==> src/rtl/decode_issue_stage.sv <==
// Decode / register-read stage: decodes the instruction, bypasses writeback data,
// stalls on RAW/WAW hazards using a pending-write scoreboard, and issues into a valid/ready output register.
module decode_issue_stage #(
    parameter int unsigned DATA_W = 32,
    parameter int unsigned SEL_W  = 5
) (
    input  logic              clock,
    input  logic              reset,
    input  logic              if_valid,
    input  logic [31:0]       if_instr,
    output logic              id_ready,
    output logic [SEL_W-1:0]  rf_read_sel1,
    output logic [SEL_W-1:0]  rf_read_sel2,
    input  logic [DATA_W-1:0] rf_read_data1,
    input  logic [DATA_W-1:0] rf_read_data2,
    input  logic              wb_en,
    input  logic [SEL_W-1:0]  wb_sel,
    input  logic [DATA_W-1:0] wb_data,
    input  logic              flush,
    output logic              ex_valid,
    input  logic              ex_ready,
    output logic [DATA_W-1:0] ex_opA,
    output logic [DATA_W-1:0] ex_opB,
    output logic [DATA_W-1:0] ex_imm,
    output logic [SEL_W-1:0]  ex_dest,
    output logic              ex_wen,
    output logic [5:0]        ex_opcode,
    output logic [5:0]        ex_funct
);

    localparam int unsigned NREG = 2 ** SEL_W;

    logic [5:0]        w_opcode;
    logic [5:0]        w_funct;
    logic [SEL_W-1:0]  w_rs;
    logic [SEL_W-1:0]  w_rt;
    logic [SEL_W-1:0]  w_rd;
    logic              w_use_rs;
    logic              w_use_rt;
    logic              w_has_dest;
    logic [SEL_W-1:0]  w_dest_field;
    logic [SEL_W-1:0]  w_dest;
    logic              w_wen;
    logic              w_zext;
    logic [DATA_W-1:0] w_imm;
    logic              w_rs_haz;
    logic              w_rt_haz;
    logic              w_dest_haz;
    logic              w_hazard;
    logic              w_accept;
    logic [DATA_W-1:0] w_opa;
    logic [DATA_W-1:0] w_opb;
    logic [NREG-1:0]   w_pending_nxt;

    logic [NREG-1:0]   r_pending;
    logic              r_ex_valid;
    logic [DATA_W-1:0] r_ex_opa;
    logic [DATA_W-1:0] r_ex_opb;
    logic [DATA_W-1:0] r_ex_imm;
    logic [SEL_W-1:0]  r_ex_dest;
    logic              r_ex_wen;
    logic [5:0]        r_ex_opcode;
    logic [5:0]        r_ex_funct;

    assign w_opcode = if_instr[31:26];
    assign w_funct  = if_instr[5:0];
    assign w_rs     = SEL_W'(if_instr[25:21]);
    assign w_rt     = SEL_W'(if_instr[20:16]);
    assign w_rd     = SEL_W'(if_instr[15:11]);

    assign rf_read_sel1 = w_rs;
    assign rf_read_sel2 = w_rt;

    // Source usage and destination selection by opcode class; unknown opcodes decode as NOP
    always_comb begin
        w_use_rs     = 1'b0;
        w_use_rt     = 1'b0;
        w_has_dest   = 1'b0;
        w_dest_field = '0;
        case (w_opcode)
            6'h00: begin
                w_use_rs     = 1'b1;
                w_use_rt     = 1'b1;
                w_has_dest   = 1'b1;
                w_dest_field = w_rd;
            end
            6'h23: begin
                w_use_rs     = 1'b1;
                w_has_dest   = 1'b1;
                w_dest_field = w_rt;
            end
            6'h2B, 6'h04, 6'h05: begin
                w_use_rs = 1'b1;
                w_use_rt = 1'b1;
            end
            6'h08, 6'h09, 6'h0A, 6'h0B, 6'h0C, 6'h0D, 6'h0E, 6'h0F: begin
                w_use_rs     = 1'b1;
                w_has_dest   = 1'b1;
                w_dest_field = w_rt;
            end
            default: begin
            end
        endcase
    end

    assign w_dest = w_has_dest ? w_dest_field : '0;
    assign w_wen  = w_has_dest && (w_dest_field != '0);

    assign w_zext = (w_opcode == 6'h0C) || (w_opcode == 6'h0D) || (w_opcode == 6'h0E);
    assign w_imm  = w_zext ? DATA_W'(if_instr[15:0])
                           : {{(DATA_W-16){if_instr[15]}}, if_instr[15:0]};

    // A same-cycle writeback to a pending register resolves that hazard
    assign w_rs_haz   = w_use_rs && (w_rs != '0) && r_pending[w_rs]
                        && !(wb_en && (wb_sel == w_rs));
    assign w_rt_haz   = w_use_rt && (w_rt != '0) && r_pending[w_rt]
                        && !(wb_en && (wb_sel == w_rt));
    assign w_dest_haz = w_wen && r_pending[w_dest] && !(wb_en && (wb_sel == w_dest));
    assign w_hazard   = w_rs_haz || w_rt_haz || w_dest_haz;

    assign id_ready = !w_hazard && (!r_ex_valid || ex_ready) && !flush;
    assign w_accept = if_valid && id_ready;

    assign w_opa = (wb_en && (wb_sel == w_rs) && (w_rs != '0)) ? wb_data : rf_read_data1;
    assign w_opb = (wb_en && (wb_sel == w_rt) && (w_rt != '0)) ? wb_data : rf_read_data2;

    // Scoreboard update: clears first so a same-cycle set wins
    always_comb begin
        w_pending_nxt = r_pending;
        if (wb_en) begin
            w_pending_nxt[wb_sel] = 1'b0;
        end
        if (flush && r_ex_valid && r_ex_wen) begin
            w_pending_nxt[r_ex_dest] = 1'b0;
        end
        if (w_accept && w_wen) begin
            w_pending_nxt[w_dest] = 1'b1;
        end
        w_pending_nxt[0] = 1'b0;
    end

    always_ff @(posedge clock) begin
        if (reset) begin
            r_pending   <= '0;
            r_ex_valid  <= 1'b0;
            r_ex_opa    <= '0;
            r_ex_opb    <= '0;
            r_ex_imm    <= '0;
            r_ex_dest   <= '0;
            r_ex_wen    <= 1'b0;
            r_ex_opcode <= '0;
            r_ex_funct  <= '0;
        end else begin
            r_pending <= w_pending_nxt;
            if (flush) begin
                r_ex_valid <= 1'b0;
            end else if (w_accept) begin
                r_ex_valid  <= 1'b1;
                r_ex_opa    <= w_opa;
                r_ex_opb    <= w_opb;
                r_ex_imm    <= w_imm;
                r_ex_dest   <= w_dest;
                r_ex_wen    <= w_wen;
                r_ex_opcode <= w_opcode;
                r_ex_funct  <= w_funct;
            end else if (ex_ready) begin
                r_ex_valid <= 1'b0;
            end
        end
    end

    assign ex_valid  = r_ex_valid;
    assign ex_opA    = r_ex_opa;
    assign ex_opB    = r_ex_opb;
    assign ex_imm    = r_ex_imm;
    assign ex_dest   = r_ex_dest;
    assign ex_wen    = r_ex_wen;
    assign ex_opcode = r_ex_opcode;
    assign ex_funct  = r_ex_funct;

endmodule

==> config.mk <==
export PLATFORM = sky130hd
export DESIGN_NAME = decode_issue_stage
export DESIGN_NICKNAME = d
export VERILOG_FILES = /design/src/rtl/decode_issue_stage.sv
export SDC_FILE = /design/constraint.sdc
export NUM_CORES = 1
export LEC_CHECK = 0
export ABC_AREA = 1
export CAP_MARGIN = 15
export CELL_PAD_IN_SITES_DETAIL_PLACEMENT = 1
export CELL_PAD_IN_SITES_GLOBAL_PLACEMENT = 2
export CORE_MARGIN = 5
export CORE_UTILIZATION = 24
export CTS_CLUSTER_SIZE = 12
export DETAILED_ROUTE_END_ITERATION = 16
export PLACE_DENSITY = 0.9
export SYNTH_ARGS = -nofsm -noshare
export SYNTH_HDL_FRONTEND = slang
export SYNTH_SLANG_ARGS = --single-unit
==> constraint.sdc <==
create_clock -name clock -period 5.9 [get_ports clock]
set_input_delay 0.59 -clock clock [delete_from_list [all_inputs] [get_ports clock]]
set_output_delay 0.59 -clock clock [all_outputs]
set_load 0.01 [all_outputs]
==> results.ini, run 1 <==
[synthesis]
yosysSeqAreaShare = 0.3393
syn_area_per_cell_um2 = 6.096
synthFlopType = dfxtp_1
ys_types = 33
yosysWarnings = 0
synth.cell_area_mm2 = 0.007376
synth_edf_count = 0
ys_seq_elements = 125
ys_async_sr_fraction = 0
syn_inst = 1210
syn-num-nets = 1349

[critical_path]
r2r-end = r_pending[18]
path_max_fanout = 20
endpoint_kind = primary output
cp.arrival_ns = 4.17
crit_required_ns = 5.31
crit_path_start_kind = input port
rr_worst_depth = 14
r2r_slack_ns = 3.01
reg2reg_from = r_pending[31]
crit_type = input port to primary output

[placement]
place_area_mm2 = 0.01005
io_buffers = 264
post-dp-hpwl_um = 25540
dp_slack_ns = 1.191
globalplace.congestion = 0.8811

[grt]
gr-total-overflow = 0
grt_usage = 0.1920
grt_pass1_wl_um = 50890
grt_pass1_vias = 8736
grt_max_degree = 71
antenna_found_initial = 1

[layout]
finalInstanceArea_mm2 = 0.01065
drive_gt1_frac = 0.04433
seq_area_mm2 = 0.002502
fin_nets = 1547
antennaDiodeCount = 0
area_growth_pct = 44.36
fill_cells = 3913
multi_input_area_mm2 = 0.003989

[route]
drt_iter0_drc = 555
wirelength_um = 33580
via_count = 8698
wire_per_inst_um = 18.48
route.detailed.drc = 0
dr.pass1.iters = 5
vias_per_cell = 4.787
postRouteAntennaNets = 0

[min_path]
hold-path-endpoint = ex_opA[3]
hp-class = register to register
whs_path_depth = 2
min_from = ex_opA[3]

[clock_network]
cts.clk_slew.worst_paths_ns = 0.06
ctsResizeCount = 0
clock_sinks = 125
cts_buffers = 17
clock_path_buffers = 2
postCtsSetupRepairBufs = 0
ctsHtreeMaxLevel = 4
clock_latency_ns = 0.42
ctsHoldBuffers = 0
cts-root-buf = clkbuf_16
cts_tree = yes

[sta]
worstMarginPinSlew_ns = 0.8899
drv_slew = 0
slew_headroom = 0.4046
period_needed_ns = 4.764
rsz0062_at_grt = false
fin_crit_sh = 0.8074
fin_ws_ns = 1.136
skew_ns = 0.01418
max_freq_mhz = 209.9
tns_ns = 0
setup_viol = 0
hold_viol = 0

[floorplanning]
rows = 64
start_util = 0.2424
core_mm2 = 0.03043
die_area_mm2 = 0.03434
num_io_pins = 265
die_x_um = 185.3
die_h_um = 185.3

[run]
cap_violations = 0

[outcome]
status = finished, final reports clean

[pwr]
p_leak_nw = 4.074
powerDensity_mw_per_mm2 = 225.6
irDropWorstVdd_mv = 0.1654

==> cell usage after synthesis, types with 8 or more instances <==
cell type  count  area (um2)
nand2_1      392        1471
a21oi_1      151       755.7
dfxtp_1      125        2502
nor2_1       119       446.7
o21ai_0      117       585.6
inv_1         87       326.6
nand3_1       46       230.2
buf_4         38       285.3
clkbuf_1      35       131.4
buf_2         19       95.09
nor3_1        18       90.09
inv_2          9       33.78
nand4_1        9       56.30
nand3b_1       8       60.06
==> how the worst max path moves through the flow <==
stage / start / end / slack, ns / cells after the start
finish: if_instr[27] / id_ready / 1.14 / 15
detailed placement: if_instr[27] / id_ready / 1.19 / 15
global placement: if_instr[31] / id_ready / 1.33 / 15
CTS: if_instr[27] / id_ready / 1.19 / 15
floorplan: if_instr[31] / id_ready / 3.29 / 16
global route: if_instr[27] / id_ready / 0.83 / 15
==> placed cells by master (no fill, tap or decap), types with 3 or more instances in the layout <==
cell	instances
a21oi_1	151
a221oi_1	4
buf_4	10
clkbuf_16	17
clkbuf_8	4
clkdlybuf4s50_1	263
clkinv_2	3
clkinvlp_4	3
dfxtp_1	125
inv_1	87
inv_2	9
nand2_1	391
nand3_1	46
nand3b_1	8
nand4_1	9
nor2_1	119
nor2_2	4
nor3_1	18
o211ai_1	6
o21ai_0	117
o22ai_1	4
==> where the power goes <==
| group | leakage (nW) | internal [mW] | switching, mW |
|---|---|---|---|
| Clock | 0.276 | 0.624 | 0.408 |
| Combinational | 2.78 | 0.220 | 0.250 |
| Sequential | 1.02 | 0.879 | 0.0209 |
==> routing by layer <==
metal | global-route usage | routed length, um | up-vias
met3 | 0.07541 | 3332 | 41
met2 | 0.3195 | 15820 | 310
met4 | 0.05432 | 654 | 0
li1 | - | - | 4274
met5 | 0 | 0 | -
met1 | 0.2304 | 13770 | 4073
==> worst max-delay path, stage by stage <==
cell and delay (ns):
clkdlybuf4s50_1 0.47, nor2_1 0.32, nand4_1 0.52, nand2_1 0.78, inv_2 0.16, nor2_8 0.19, inv_2 0.05, nor2_2 0.10
nand2_1 0.06, nand2_1 0.07, nor2_1 0.05, nand3_2 0.12, nand2_1 0.08, inv_1 0.07, clkdlybuf4s50_1 0.53
==> cell families (layout without fill, tap and decap cells) <==
logic type                after synthesis  after routing  synth area share
AOI/OAI and AO/OA                     286            286            0.1995
buffers and inverters                 191            402            0.1218
DFF                                   125            125            0.3393
xor gates and xnor gates                2              2          0.002375
and+or+nand+nor                       606            606            0.3371
==> registers in the layout (all words and copies together) (netlist names) <==
register   cells
r_pending     31
ex_imm        17
ex_opB        32
ex_wen         1
ex_dest        5
ex_opA        32
ex_valid       1
ex_opcode      6
==> area by class of cell <==
class                      count  area share
timing repair buffer         274      0.2562
clock inverter                 9    0.007991
clock buffer                  23     0.04583
multi-input combinational    894      0.3746
tap                          396     0.04653
sequential                   125      0.2350
inverter                      96     0.03384
==> metrics by stage <==
stage | instances | power (mW) | hold slack, ns | util
2_1_floorplan | 1210 | 1.141 | 0.4873 | -
3_3_place_gp | 1784 | 1.384 | 0.4506 | 0.3304
3_5_place_dp | 1784 | 1.390 | 0.4578 | 0.3304
4_1_cts | 1816 | 2.432 | 0.4670 | 0.3493
5_1_grt | 1817 | 2.509 | 0.4789 | 0.3499
6_report | 1817 | 2.402 | 0.4638 | 0.3499
No activity file was read; power rests on OpenSTA's default activity.
==> run 2: changes to the inputs <==
CORE_UTILIZATION = 20   (was 24)
PLACE_DENSITY = 0.81   (was 0.9)
clock period = 4 ns   (was 5.9 ns; I/O delays follow)
==> run 2 against run 1 <==
Combinational power up 52%; critical path type unchanged; largest power group unchanged; non-clock buffer count rose by 20; routed wire length up 5.1%.
==> results.ini, run 2 (same netlist as run 1, synthesis figures left out) <==
[grt]
grt_pass1_wl_um = 54030  ; +6.2%
grt_usage = 0.1692  ; -0.02286
antenna_found_initial = 1  ; unchanged
grt_pass1_vias = 9056  ; +3.7%
gr-total-overflow = 0  ; unchanged
grt_max_degree = 96  ; +35%

[sta]
period_needed_ns = 3.627
skew_ns = 0.008341  ; -0.005837 ns
hold_viol = 0  ; unchanged
slew_headroom = 0.2770  ; -0.1276
worstMarginPinSlew_ns = 1.085  ; +0.1947 ns
fin_crit_sh = 0.9067
rsz0062_at_grt = false
max_freq_mhz = 275.7
setup_viol = 0  ; unchanged
whs_ns = 0.4654  ; +0.001502 ns
tns_ns = 0  ; unchanged
drv_slew = 0  ; unchanged

[clock_network]
ctsHoldBuffers = 0  ; unchanged
ctsResizeCount = 0  ; unchanged
postCtsSetupRepairBufs = 0  ; unchanged
cts.clk_slew.worst_paths_ns = 0.06  ; about the same
clock_path_buffers = 2  ; unchanged
clock_latency_ns = 0.42  ; about the same
clock_sinks = 125  ; unchanged
cts_buffers = 17  ; unchanged
cts-root-buf = clkbuf_16
cts_tree = yes
ctsHtreeMaxLevel = 4  ; unchanged

[layout]
finalInstanceArea_mm2 = 0.01089  ; +2.3%
area_growth_pct = 47.65
final_cell_mix = 391 x nand2_1, 263 x clkdlybuf4s50_1, 151 x a21oi_1, 125 x dfxtp_1, 119 x nor2_1
multi_input_area_mm2 = 0.003989  ; unchanged
final_common_cell = nand2_1
instances_no_fill = 1906  ; +4.9%
antennaDiodeCount = 0  ; unchanged
seq_area_mm2 = 0.002502  ; unchanged
fin_nets = 1567  ; +1.3%
fill_cells = 4627  ; +18%
drive_gt1_frac = 0.05702  ; +0.01269

[critical_path]
r2r_slack_ns = 1.53  ; -1.48 ns
endpoint_kind = primary output
crit_type = input port to primary output
path_max_fanout = 7  ; -65%
crit_path_start_kind = input port
path_buf_inv = 3  ; -2
path_cells = clkdlybuf4s50_1, nor2_2, nand2_1, nand2_2, nand2_1, nand2_1, nand2_1, nor2_2, nand3_1, nand3_1, nor2_1, nand3_2, nand2_1, inv_1, clkdlybuf4s50_1
cp_slowest_cell = clkdlybuf4s50_1
cp.arrival_ns = 3.23  ; -0.94 ns
path_delay_family = simple AND/OR/NAND/NOR gates
crit_required_ns = 3.60  ; -1.71 ns
cp_common_cell = nand2_1
slowest_delay_ns = 0.53  ; -0.25 ns

[placement]
post-dp-hpwl_um = 27090  ; +6.1%
globalplace.congestion = 0.8573  ; -2.7%
placedCellCount = 1877  ; +5.2%
io_buffers = 264  ; unchanged
place_area_mm2 = 0.01035  ; +3.0%

[floorplanning]
die_h_um = 202.0  ; +9.0%
num_io_pins = 265  ; unchanged
die_x_um = 202.0  ; +9.0%
die_area_mm2 = 0.04082  ; +19%
start_util = 0.2020  ; -0.04044
core_mm2 = 0.03652  ; +20%
rows = 70  ; +9.4%

[route]
dr.pass1.iters = 5  ; unchanged
route.detailed.drc = 0  ; unchanged
postRouteAntennaNets = 0  ; unchanged
vias_per_cell = 4.561  ; -4.7%
via_count = 8694  ; -0.046%
wire_per_inst_um = 18.52  ; +0.21%
drt_iter0_drc = 509  ; -8.3%
wirelength_um = 35300  ; +5.1%

[outcome]
status = finished, final reports clean

[pwr]
powerDensity_mw_per_mm2 = 321.2  ; +42%
p_leak_nw = 4.153  ; +1.9%
irDropWorstVdd_mv = 0.1811  ; +9.5%

[run]
cap_violations = 0  ; unchanged

[min_path]
hp-class = register to register

[run 2: path summary, 6_finish.rpt]
path,from,cells after the start,endpoint
worst min register to register,ex_opA[25],2,ex_opA[25]
worst max register to register,r_pending[12],14,ex_opB[15]
worst max-delay path,if_instr[31],15,id_ready
worst min-delay path,ex_opA[25],2,ex_opA[25]
[run 2: through the flow]
step	total power [mW]	setup WS, ns	utilization
6_report	3.498	0.3733	0.2982
4_1_cts	3.554	0.3678	0.2982
5_1_grt	3.674	0.08476	0.2982
3_3_place_gp	2.069	0.4563	0.2835
2_1_floorplan	1.683	1.687	-
3_5_place_dp	2.077	0.3724	0.2835
[run 2: tightest hold or removal path, stage by stage (launching register included)]
cell,delay [ns]
dfxtp_1,0.31
nand2_1,0.06
a21oi_1,0.05
[run 2: layout make-up]
type / count / area share
clock buffers: 18 / 0.04033
repair buffers: 294 / 0.2677
multi-input cells: 894 / 0.3663
clock inverters: 11 / 0.009076
inverters: 96 / 0.03309
flip-flops and latches: 125 / 0.2298
well taps: 468 / 0.05377
[run 2: where the power goes]
part           switching (mW)  total, mW  internal, mW
registers              0.0312       1.33          1.30
logic                   0.376      0.716         0.340
clock network           0.598       1.45         0.856
[run 2: metal layers]
metal,vias up,share of wire,GRT usage
met5,-,0.00037,0
met4,2,0.010,0.03442
met3,21,0.084,0.06161
met2,249,0.47,0.2823
met1,4113,0.44,0.2107
li1,4309,-,-
